--- config.mk ---
export PLATFORM = sky130hd
export DESIGN_NAME = pc_unit_stack_flat
export DESIGN_NICKNAME = d
export VERILOG_FILES = /design/src/rtl/pc_unit_stack_if.sv /design/src/rtl/pc_unit_stack.sv /design/src/flat_wrapper.sv
export SDC_FILE = /design/constraint.sdc
export NUM_CORES = 1
export LEC_CHECK = 0
export ABC_AREA = 1
export CAP_MARGIN = 25
export CORE_AREA = 4 4 136 138
export DETAILED_ROUTE_END_ITERATION = 8
export DIE_AREA = 0 0 140 142
export HOLD_SLACK_MARGIN = 0.03
export MAX_ROUTING_LAYER = met4
export PLACE_DENSITY = 0.76
export SETUP_SLACK_MARGIN = 0.3
export SLEW_MARGIN = 0
export SYNTH_ARGS = -nofsm -noshare
export SYNTH_HDL_FRONTEND = slang
export SYNTH_SLANG_ARGS = --single-unit
--- constraint.sdc ---
create_clock -name fetch -period 3 [get_ports fetch]
set_input_delay 0.6 -clock fetch [delete_from_list [all_inputs] [get_ports fetch]]
set_output_delay 0.6 -clock fetch [all_outputs]
set_load 0.03 [all_outputs]
--- src/rtl/pc_unit_stack_if.sv ---
// Control-unit-to-PC interface: per-edge control strobes in, registered PC and
// stack/fault status out.
interface pc_unit_stack_if #(
  parameter int PC_WIDTH  = 28,
  parameter int OFF_WIDTH = 12
);
  // Strobes are plain level commands sampled on every fetch edge (no valid/ready
  // handshake): the PC unit is always ready, so a strobe high at an edge is
  // consumed at that edge, and outputs are valid from just after that edge.
  logic                 incpc;
  logic                 jump;
  logic                 branch;
  logic                 call;
  logic                 ret;
  logic [PC_WIDTH-1:0]  jumpaddr;
  logic [OFF_WIDTH-1:0] offset;
  logic [PC_WIDTH-1:0]  pcout;
  logic                 stack_full;
  logic                 stack_empty;
  logic [2:0]           fault;

  modport master (
    output incpc, jump, branch, call, ret, jumpaddr, offset,
    input  pcout, stack_full, stack_empty, fault
  );

  modport slave (
    input  incpc, jump, branch, call, ret, jumpaddr, offset,
    output pcout, stack_full, stack_empty, fault
  );
endinterface

--- src/rtl/pc_unit_stack.sv ---
// Fetch-stage program counter with wrap limit, jump/branch, and call/return via
// an internal return-address stack; sticky overflow/underflow/range flags.
module pc_unit_stack #(
  parameter int PC_WIDTH     = 28,
  parameter int MAX_PC       = 255,
  parameter int RESET_VECTOR = 0,
  parameter int OFF_WIDTH    = 12,
  parameter int STACK_DEPTH  = 4
) (
  input  logic            fetch,
  input  logic            resetn,
  pc_unit_stack_if.slave  bus
);

  localparam int PW = $clog2(STACK_DEPTH + 1);
  localparam int IW = (STACK_DEPTH > 1) ? $clog2(STACK_DEPTH) : 1;
  localparam int SW = PC_WIDTH + 2;

  localparam logic [PC_WIDTH-1:0] MAX_V   = PC_WIDTH'(MAX_PC);
  localparam logic [PC_WIDTH-1:0] RV      = PC_WIDTH'(RESET_VECTOR);
  localparam logic [PW-1:0]       DEPTH_V = PW'(STACK_DEPTH);
  localparam logic [PW-1:0]       ONE     = PW'(1);

  logic [PC_WIDTH-1:0] pc, pc_nxt;
  logic [PW-1:0]       ptr, ptr_nxt;
  logic [2:0]          fault, fault_nxt;
  logic [PC_WIDTH-1:0] stk [STACK_DEPTH];

  logic                push;
  logic [IW-1:0]       wr_idx, rd_idx;
  logic [PC_WIDTH-1:0] ret_addr, top_val, succ;
  logic [SW-1:0]       br_sum;
  logic                at_max, ja_ok, br_ok, full, empty;

  assign full   = (ptr == DEPTH_V);
  assign empty  = (ptr == '0);
  assign at_max = (pc >= MAX_V);
  assign succ   = at_max ? RV : pc + PC_WIDTH'(1);
  assign ja_ok  = (bus.jumpaddr <= MAX_V);

  // Two guard bits keep the sign of the sum unambiguous for any offset/PC mix.
  assign br_sum = {2'b00, pc} + {{(SW-OFF_WIDTH){bus.offset[OFF_WIDTH-1]}}, bus.offset};
  assign br_ok  = !br_sum[SW-1] && (br_sum <= {2'b00, MAX_V});

  assign wr_idx   = IW'(ptr);
  assign rd_idx   = IW'(ptr - ONE);
  assign top_val  = stk[rd_idx];
  assign ret_addr = succ;

  always_comb begin
    pc_nxt    = pc;
    ptr_nxt   = ptr;
    fault_nxt = fault;
    push      = 1'b0;
    if (bus.ret) begin
      if (empty) begin
        fault_nxt[1] = 1'b1;
      end else begin
        pc_nxt  = top_val;
        ptr_nxt = ptr - ONE;
      end
    end else if (bus.call) begin
      if (full) begin
        fault_nxt[0] = 1'b1;
      end else if (!ja_ok) begin
        fault_nxt[2] = 1'b1;
      end else begin
        push    = 1'b1;
        ptr_nxt = ptr + ONE;
        pc_nxt  = bus.jumpaddr;
      end
    end else if (bus.jump) begin
      if (ja_ok) pc_nxt = bus.jumpaddr;
      else       fault_nxt[2] = 1'b1;
    end else if (bus.branch) begin
      if (br_ok) pc_nxt = br_sum[PC_WIDTH-1:0];
      else       fault_nxt[2] = 1'b1;
    end else if (bus.incpc) begin
      pc_nxt = succ;
    end
  end

  always_ff @(posedge fetch or negedge resetn) begin
    if (!resetn) begin
      pc    <= RV;
      ptr   <= '0;
      fault <= 3'b000;
    end else begin
      pc    <= pc_nxt;
      ptr   <= ptr_nxt;
      fault <= fault_nxt;
    end
  end

  // Stack contents need no reset; only the pointer defines what is live.
  always_ff @(posedge fetch) begin
    if (push) stk[wr_idx] <= ret_addr;
  end

  assign bus.pcout       = pc;
  assign bus.stack_full  = full;
  assign bus.stack_empty = empty;
  assign bus.fault       = fault;

endmodule

--- src/flat_wrapper.sv ---
// flat-port wrapper written by rule: the top's interface ports become plain ports
module pc_unit_stack_flat 
#(
  parameter int PC_WIDTH     = 28,
  parameter int MAX_PC       = 255,
  parameter int RESET_VECTOR = 0,
  parameter int OFF_WIDTH    = 12,
  parameter int STACK_DEPTH  = 4
)
  (fetch, resetn, bus_incpc, bus_jump, bus_branch, bus_call, bus_ret, bus_jumpaddr, bus_offset, bus_pcout, bus_stack_full, bus_stack_empty, bus_fault);
  pc_unit_stack_if #(.PC_WIDTH(PC_WIDTH), .OFF_WIDTH(OFF_WIDTH)) bus_i ();
  input  logic fetch;
  input  logic resetn;
  input wire logic [$bits(bus_i.incpc)-1:0] bus_incpc;
  input wire logic [$bits(bus_i.jump)-1:0] bus_jump;
  input wire logic [$bits(bus_i.branch)-1:0] bus_branch;
  input wire logic [$bits(bus_i.call)-1:0] bus_call;
  input wire logic [$bits(bus_i.ret)-1:0] bus_ret;
  input wire logic [$bits(bus_i.jumpaddr)-1:0] bus_jumpaddr;
  input wire logic [$bits(bus_i.offset)-1:0] bus_offset;
  output wire logic [$bits(bus_i.pcout)-1:0] bus_pcout;
  output wire logic [$bits(bus_i.stack_full)-1:0] bus_stack_full;
  output wire logic [$bits(bus_i.stack_empty)-1:0] bus_stack_empty;
  output wire logic [$bits(bus_i.fault)-1:0] bus_fault;
  assign bus_i.incpc = bus_incpc;
  assign bus_i.jump = bus_jump;
  assign bus_i.branch = bus_branch;
  assign bus_i.call = bus_call;
  assign bus_i.ret = bus_ret;
  assign bus_i.jumpaddr = bus_jumpaddr;
  assign bus_i.offset = bus_offset;
  assign bus_pcout = bus_i.pcout;
  assign bus_stack_full = bus_i.stack_full;
  assign bus_stack_empty = bus_i.stack_empty;
  assign bus_fault = bus_i.fault;
  pc_unit_stack #(.PC_WIDTH(PC_WIDTH), .MAX_PC(MAX_PC), .RESET_VECTOR(RESET_VECTOR), .OFF_WIDTH(OFF_WIDTH), .STACK_DEPTH(STACK_DEPTH)) u_core (.fetch(fetch), .resetn(resetn), .bus(bus_i));
endmodule
**Word-level counts from Yosys, hierarchy flattened**

Memories as Yosys holds them, arrays and structs flattened.
Cells that the tools add are included.

- Register bits after elaboration: 34
- Logic and storage cells: 60
- Input bits: 47
- Bits in writable memories: 112
- Memories: 1

Memories:

| name | depth | width | read ports | clocked after Yosys merged registers in | wr ports | line | source |
|---|---|---|---|---|---|---|---|
| u_core.stk | 4 | 28 | 1 | 0 | 1 | pc_unit_stack.sv:27 | `logic [PC_WIDTH-1:0] stk [STACK_DEPTH];` |

- Order comparisons: 3
- Equality and inequality tests: 7
- Add/subtract/negate cells: 4
- Mux-type cells: 27
- Bitwise gates (word level): 1
- Reductions and logical operators: 12

Operators with widths:

| cell | count |
|---|---|
| 2-to-1 mux 28 bit | 10 |
| adder 29 x 12 -> 30 bit | 1 |
| less-or-equal comparator 30 x 8 -> 1 bit, second input constant | 1 |
| adder 28 x 1 -> 28 bit, second input constant | 1 |
| >= comparator 28 x 8 -> 1 bit, second input constant | 1 |
| less-or-equal comparator 28 x 8 -> 1 bit, second input constant | 1 |
| 2-to-1 mux 3 bit | 5 |
| 2-to-1 mux 1 bit | 12 |
| AND reduction 4 bit | 3 |
| inequality test 2 bit, second input constant | 3 |
| inequality test 3 bit, second input constant | 2 |
| inequality test 5 x 2 -> 1 bit, second input constant | 1 |
| nonzero test 5 bit | 1 |
| nonzero test 2 bit | 2 |
| adder 3 x 1 -> 3 bit, second input constant | 1 |
| equality test 3 bit, second input constant | 1 |
| zero test 3 bit | 1 |
| AND reduction 3 bit | 1 |
| nonzero test 3 bit | 1 |
| subtractor 3 x 1 -> 3 bit, second input constant | 1 |
| AND reduction 2 bit | 1 |
| logical AND 1 bit | 1 |
| zero test 1 bit | 1 |
| NOT 1 bit | 1 |

**Longest topological paths before layout**

Gate-level depths: netlist of run 1.

- Depth after elaboration: 8
- Gate-level depth with buffers: 21
- Mapped depth without buffers: 20

**Worst setup path after synthesis of run 1**

OpenSTA, ideal clock, no wires.

- Kind: input port to flip-flop
- Start point: input bus_jumpaddr[24]
- End point: memory u_core.stk[0][0] (enable)
- Data required time: 2.587 ns
- Arrival: 2.701 ns
- Setup time: 0.413 ns
- Stages on the path: 6
- Slack: -0.114 ns
- Buffers on the path: 0
- Cell sequence: or2_2 -> nor4_1 -> nand3_1 -> inv_1 -> nand4_1 -> nor2_1

- Longest elaborated chain between the ends: 7

Ends and longest elaborated chain:

| what | line | source |
|---|---|---|
| start, declared | flat_wrapper.sv:19 | `input wire logic [$bits(bus_i.jumpaddr)-1:0] bus_jumpaddr;` |
| less-or-equal comparator 28 x 8 -> 1 bit | pc_unit_stack.sv:39 | `assign ja_ok = (bus.jumpaddr <= MAX_V);` |
| 2-to-1 mux 1 bit | pc_unit_stack.sv:65 | `end else if (!ja_ok) begin` |
| 2-to-1 mux 1 bit | pc_unit_stack.sv:63 | `if (full) begin` |
| 2-to-1 mux 1 bit | pc_unit_stack.sv:62 | `end else if (bus.call) begin` |
| 2-to-1 mux 1 bit | pc_unit_stack.sv:55 | `if (bus.ret) begin` |
| 2-to-1 mux 1 bit | pc_unit_stack.sv:97 | `if (push) stk[wr_idx] <= ret_addr;` |
| 2-to-1 mux 1 bit (implied by the code) | pc_unit_stack.sv:97 |  |
| end, declared | pc_unit_stack.sv:27 |  |

No other way between the ends.

**Worst setup path in the final report of run 1**

- Start point: input bus_offset[9]
- End point: register u_core.pc[17], in the netlist u_core.bus.pcout[17]

- Longest elaborated chain between the ends: 6
- Elaborated cells on any way between the ends: 11
- Those cells by class: 1 x add/sub; 1 x order compare; 1 x eq/ne; 5 x mux; 3 x reduce/logical

Ends and longest elaborated chain:

| what | line | source |
|---|---|---|
| start, declared | flat_wrapper.sv:20 | `input wire logic [$bits(bus_i.offset)-1:0] bus_offset;` |
| adder 29 x 12 -> 30 bit * | pc_unit_stack.sv:42 | `assign br_sum = {2'b00, pc} + {{(SW-OFF_WIDTH){bus.offset[OFF_WIDTH-1]}}, bus.offset};` |
| parallel branches: the longest is 5 deep, another holds less-or-equal comparator 30 x 8 -> 1 bit | -- |  |
| end signal, assigned | pc_unit_stack.sv:89 | `pc <= pc_nxt;` |
| end, declared | pc_unit_stack.sv:24 | `logic [PC_WIDTH-1:0] pc, pc_nxt;` |

Mark *: on every way between the ends. The select of a mux whose other input is x is not followed.
A chain may end at the register's enable or synchronous reset.

==> results of run 1 <==
==> flip-flops by register name, summed over array words and instances, names as in the netlist <==
signal,count
u_core.stk,112
u_core.bus.pcout,28
u_core.ptr,3
u_core.bus.fault,3
==> power groups by stage <==
| stage | clock network, mW | logic (mW) | registers, mW |
|---|---|---|---|
| after detailed placement | 0 | 6.76 | 2.67 |
| after CTS | 1.90 | 7.54 | 2.70 |
| after floorplan | 0 | 3.50 | 3.05 |
| after global placement | 0 | 6.66 | 2.67 |
| after global routing | 2.01 | 9.09 | 2.76 |
| final | 1.88 | 8.44 | 2.74 |
==> placed cells by master (no fill, tap or decap), types with 18 or more instances in the layout <==
master,synthesis,routed
ha_4,0,27
inv_1,119,115
nor2_2,7,21
a21oi_1,54,47
conb_1,1,80
o21ai_0,69,69
nand2_1,360,269
nor2_1,123,99
dfrtp_1,34,29
clkbuf_16,0,18
edfxtp_1,112,112
clkdlybuf4s50_1,0,64
nand3_1,76,63
buf_4,0,146
nand2_2,7,81
==> worst max-delay path, stage by stage <==
cell,delay [ns]
dlygate4sd2_1,0.27
ha_4,0.33
nand2_4,0.08
buf_4,0.16
nor2_4,0.09
nand2_2,0.08
nor2_1,0.17
nand2_1,0.12
nand4_1,0.11
nand2_1,0.12
nor2_2,0.13
nand3_2,0.09
nor2_4,0.13
nand2_4,0.08
nand2_8,0.10
buf_12,0.14
nand2_8,0.09
nand2_2,0.11
nand2_1,0.06
==> per-layer routing <==
metal	GRT usage (%)	up-vias
li1	-	4382
met5	-	-
met1	39.02	4307
met4	10.10	0
met2	48.97	458
met3	3.259	84
==> what timing repair did <==
| item | 4_1_cts | 5_1_grt |
|---|---|---|
| gates cloned | 5 | 1 |
| gates resized for setup | 126 | 120 |
| hold buffers | 0 | 0 |
| setup buffers | 16 | 11 |
| pin swaps | 30 | 46 |
| setup endpoints to repair | 30 | 122 |
==> path summary, 6_finish.rpt <==
kind,from,to,depth (start not counted)
max,bus_offset[9],u_core.bus.pcout[17]$_DFFE_PN0P_,19
min,resetn,u_core.ptr[0]$_DFFE_PN0P_,1
max reg2reg,u_core.bus.pcout[9]$_DFFE_PN0P_,u_core.bus.pcout[17]$_DFFE_PN0P_,18
min reg2reg,u_core.bus.fault[1]$_DFFE_PN0P_,u_core.bus.fault[1]$_DFFE_PN0P_,1
max in group asynchronous,resetn,u_core.bus.pcout[14]$_DFFE_PN0P_,1
min in group fetch,u_core.bus.fault[1]$_DFFE_PN0P_,u_core.bus.fault[1]$_DFFE_PN0P_,1
==> cells by family after synthesis <==
logic type,count (synthesis)
AOI/OAI and AO/OA,180
xor gates and xnor gates,5
adders and majority gates,36
buffers and inverters,168
DFF,146
other,1
and+or+nand+nor,622
==> through the flow <==
| stage | setup slack (ns) | hold slack (ns) | total power, mW | utilization (%) |
|---|---|---|---|---|
| finish | 0.2212 | 0.2925 | 13.06 | 76.48 |
| global route | 0.1583 | 0.3432 | 13.87 | 76.48 |
| CTS | 0.3003 | 0.2999 | 12.14 | 73.27 |
| detailed placement | -0.5382 | 0.4559 | 9.432 | 65.57 |
| global placement | -0.4840 | 0.4462 | 9.333 | 65.57 |
| floorplan | -0.1140 | 0.3044 | 6.554 | - |
==> cell type report <==
type                    instances  area (um^2)  share of cell area, %
multi-input cells             926         5497                  41.84
flip-flops and latches        146         4220                  32.13
repair buffers                238         2127                  16.19
inverters                     127        476.7                  3.629
clock buffers                  18        429.2                  3.267
well taps                     225        281.5                  2.143
clock inverters                14        105.1                 0.8001
==> metrics.md, run 1 <==
| Metric | Value |
|---|---|
| Status | completed |
| Routability-driven placement congestion ratio | 0.9965 |
| Metal2 WL | 14.50 mm |
| Worst-Margin Slew | 0.8935 ns |
| Switching power | 6.021 mW |
| Die Width | 140 um |
| Htree depth | 4 |
| IO Pins | 80 |
| Clock input transition at the sequential cells of the worst setup and hold paths | 0.06 ns |
| Sequential share of the synthesized area | 46.49% |
| Power per cell area | 994.2 mW/mm^2 |
| Clk_lat worst skew | 0.41 ns |
| Most common library cells after synthesis | nand2_1, nor2_1, inv_1 |
| Post-Synth Simple-Gate Area | 28.92% |
| Initial antenna violation count | 0 |
| Max Clk Rate | 359.9 MHz |
| Number of global-route vias before repair | 8718 |
| Max VDD drop | 1.007 mV |
| Post-DP HPWL | 20.04 mm |
| Syn-to-layout area delta | 44.93% |
| Layout Nets | 1539 |
| Design area | 0.01314 mm^2 |
| Rows | 48 |
| Via count | 9231 |
| CTS tree | built |
| Synth top area share | 37.11% |
| I/O Buffers | 79 |
| Post-synthesis xor/xnor area fraction | 0.4832% |
| Die Ht | 142 um |
| Max_cap viols | 0 |
| Crit Path Max Fanout | 7 |
| Yosys cell types | 45 |
| Arr. time, crit path | 3.08 ns |
| Final setup violation count | 0 |
| Final wirelength | 29.82 mm |
| Post-synth top area cell | edfxtp_1 |
| Critical path startpoint category | input port |
| Total negative slack | 0 ns |
| Crit path capture type | register |
| Synth Area in Compound Gates | 11.61% |
| Required @ worst endpoint | 3.30 ns |
| Largest family of logic cells by synthesized area | simple AND/OR/NAND/NOR gates |
| Clock power frac | 14.4% |
| Fin crit period | 2.779 ns |
| DR iter-0 viols | 997 |
| Dominant cells by area after synthesis | edfxtp_1, nand2_1, dfrtp_1 |
| Detail Route Antenna Nets | 0 |
| Area of the mapped netlist | 0.009064 mm^2 |
| Adder and majority cell fraction of the synthesized area | 5.052% |
| Top FF cell, synth | edfxtp_1 |
| Fin Clk Skew | 0.007806 ns |
| WL/cell | 17.60 um |
| Min-Delay Path Class | in2async |
| Post-place instance area | 0.01126 mm^2 |
| Seq cells post-synth | 146 |
| Vias per cell | 5.449 |
| Drt pass-1 iters | 6 |
| Kind of critical path | in2reg |
| Internal power | 7.039 mW |
| Switching Share | 46.10% |
| Die Footprint | 0.01988 mm^2 |
| R2r setup slk | 0.23 ns |
| First-pass GRT wire length | 45.20 mm |
| Most common cell in the synthesized netlist | nand2_1 |
| Share of layout cells above drive strength 1 | 27.71% |
| Final slew viol count | 0 |
| Top Metal Used | met4 |
| FFs w/ async S/R, synth | 23.29% |
| Total congestion overflow | 0 |
| Core area | 0.01718 mm^2 |
| RSZ-0062 raised after global routing | yes |
| Synth Instances | 1158 |
| Multiplexer area fraction after synthesis | 0% |
| Clock sinks | 146 |
| Fin. Hold Viols | 0 |
| Sequential share of power | 21.0% |
| Detail Route met3 WL | 2.011 mm |
| Starting density of the core | 52.77% |
| WL met1 | 12.33 mm |
| Tot GR Track Use | 29.81% |
| Synth Warn # | 0 |
| Ant diodes | 0 |
| Period utilization | 92.63% |
| Clock root cell | clkbuf_16 |
| Total clock buffers created by CTS | 17 |
| Pleak | 5.933 nW |
| Combinational share of power | 64.6% |
| Slew headroom | 40.29% |
| Largest net degree at the start of global routing | 60 |
| Residual DRC | 0 |
| Longest Clk Path Bufs | 2 |
| Average cell area after synthesis | 7.827 um^2 |
| Placed Cells | 1629 |
| Number of flops mapped to enable cells by yosys | 112 |
| Final Non-Filler Cells | 1694 |
| Fill cells | 1170 |
Power figures use the tool's default switching activity.
==> run 2: changes to the inputs <==
- CTS_CLUSTER_SIZE: unset -> 20
- SLEW_MARGIN: 0 -> unset
==> results of run 2 <==
No change in the layout: final DEF, timing and power equal those of run 1.
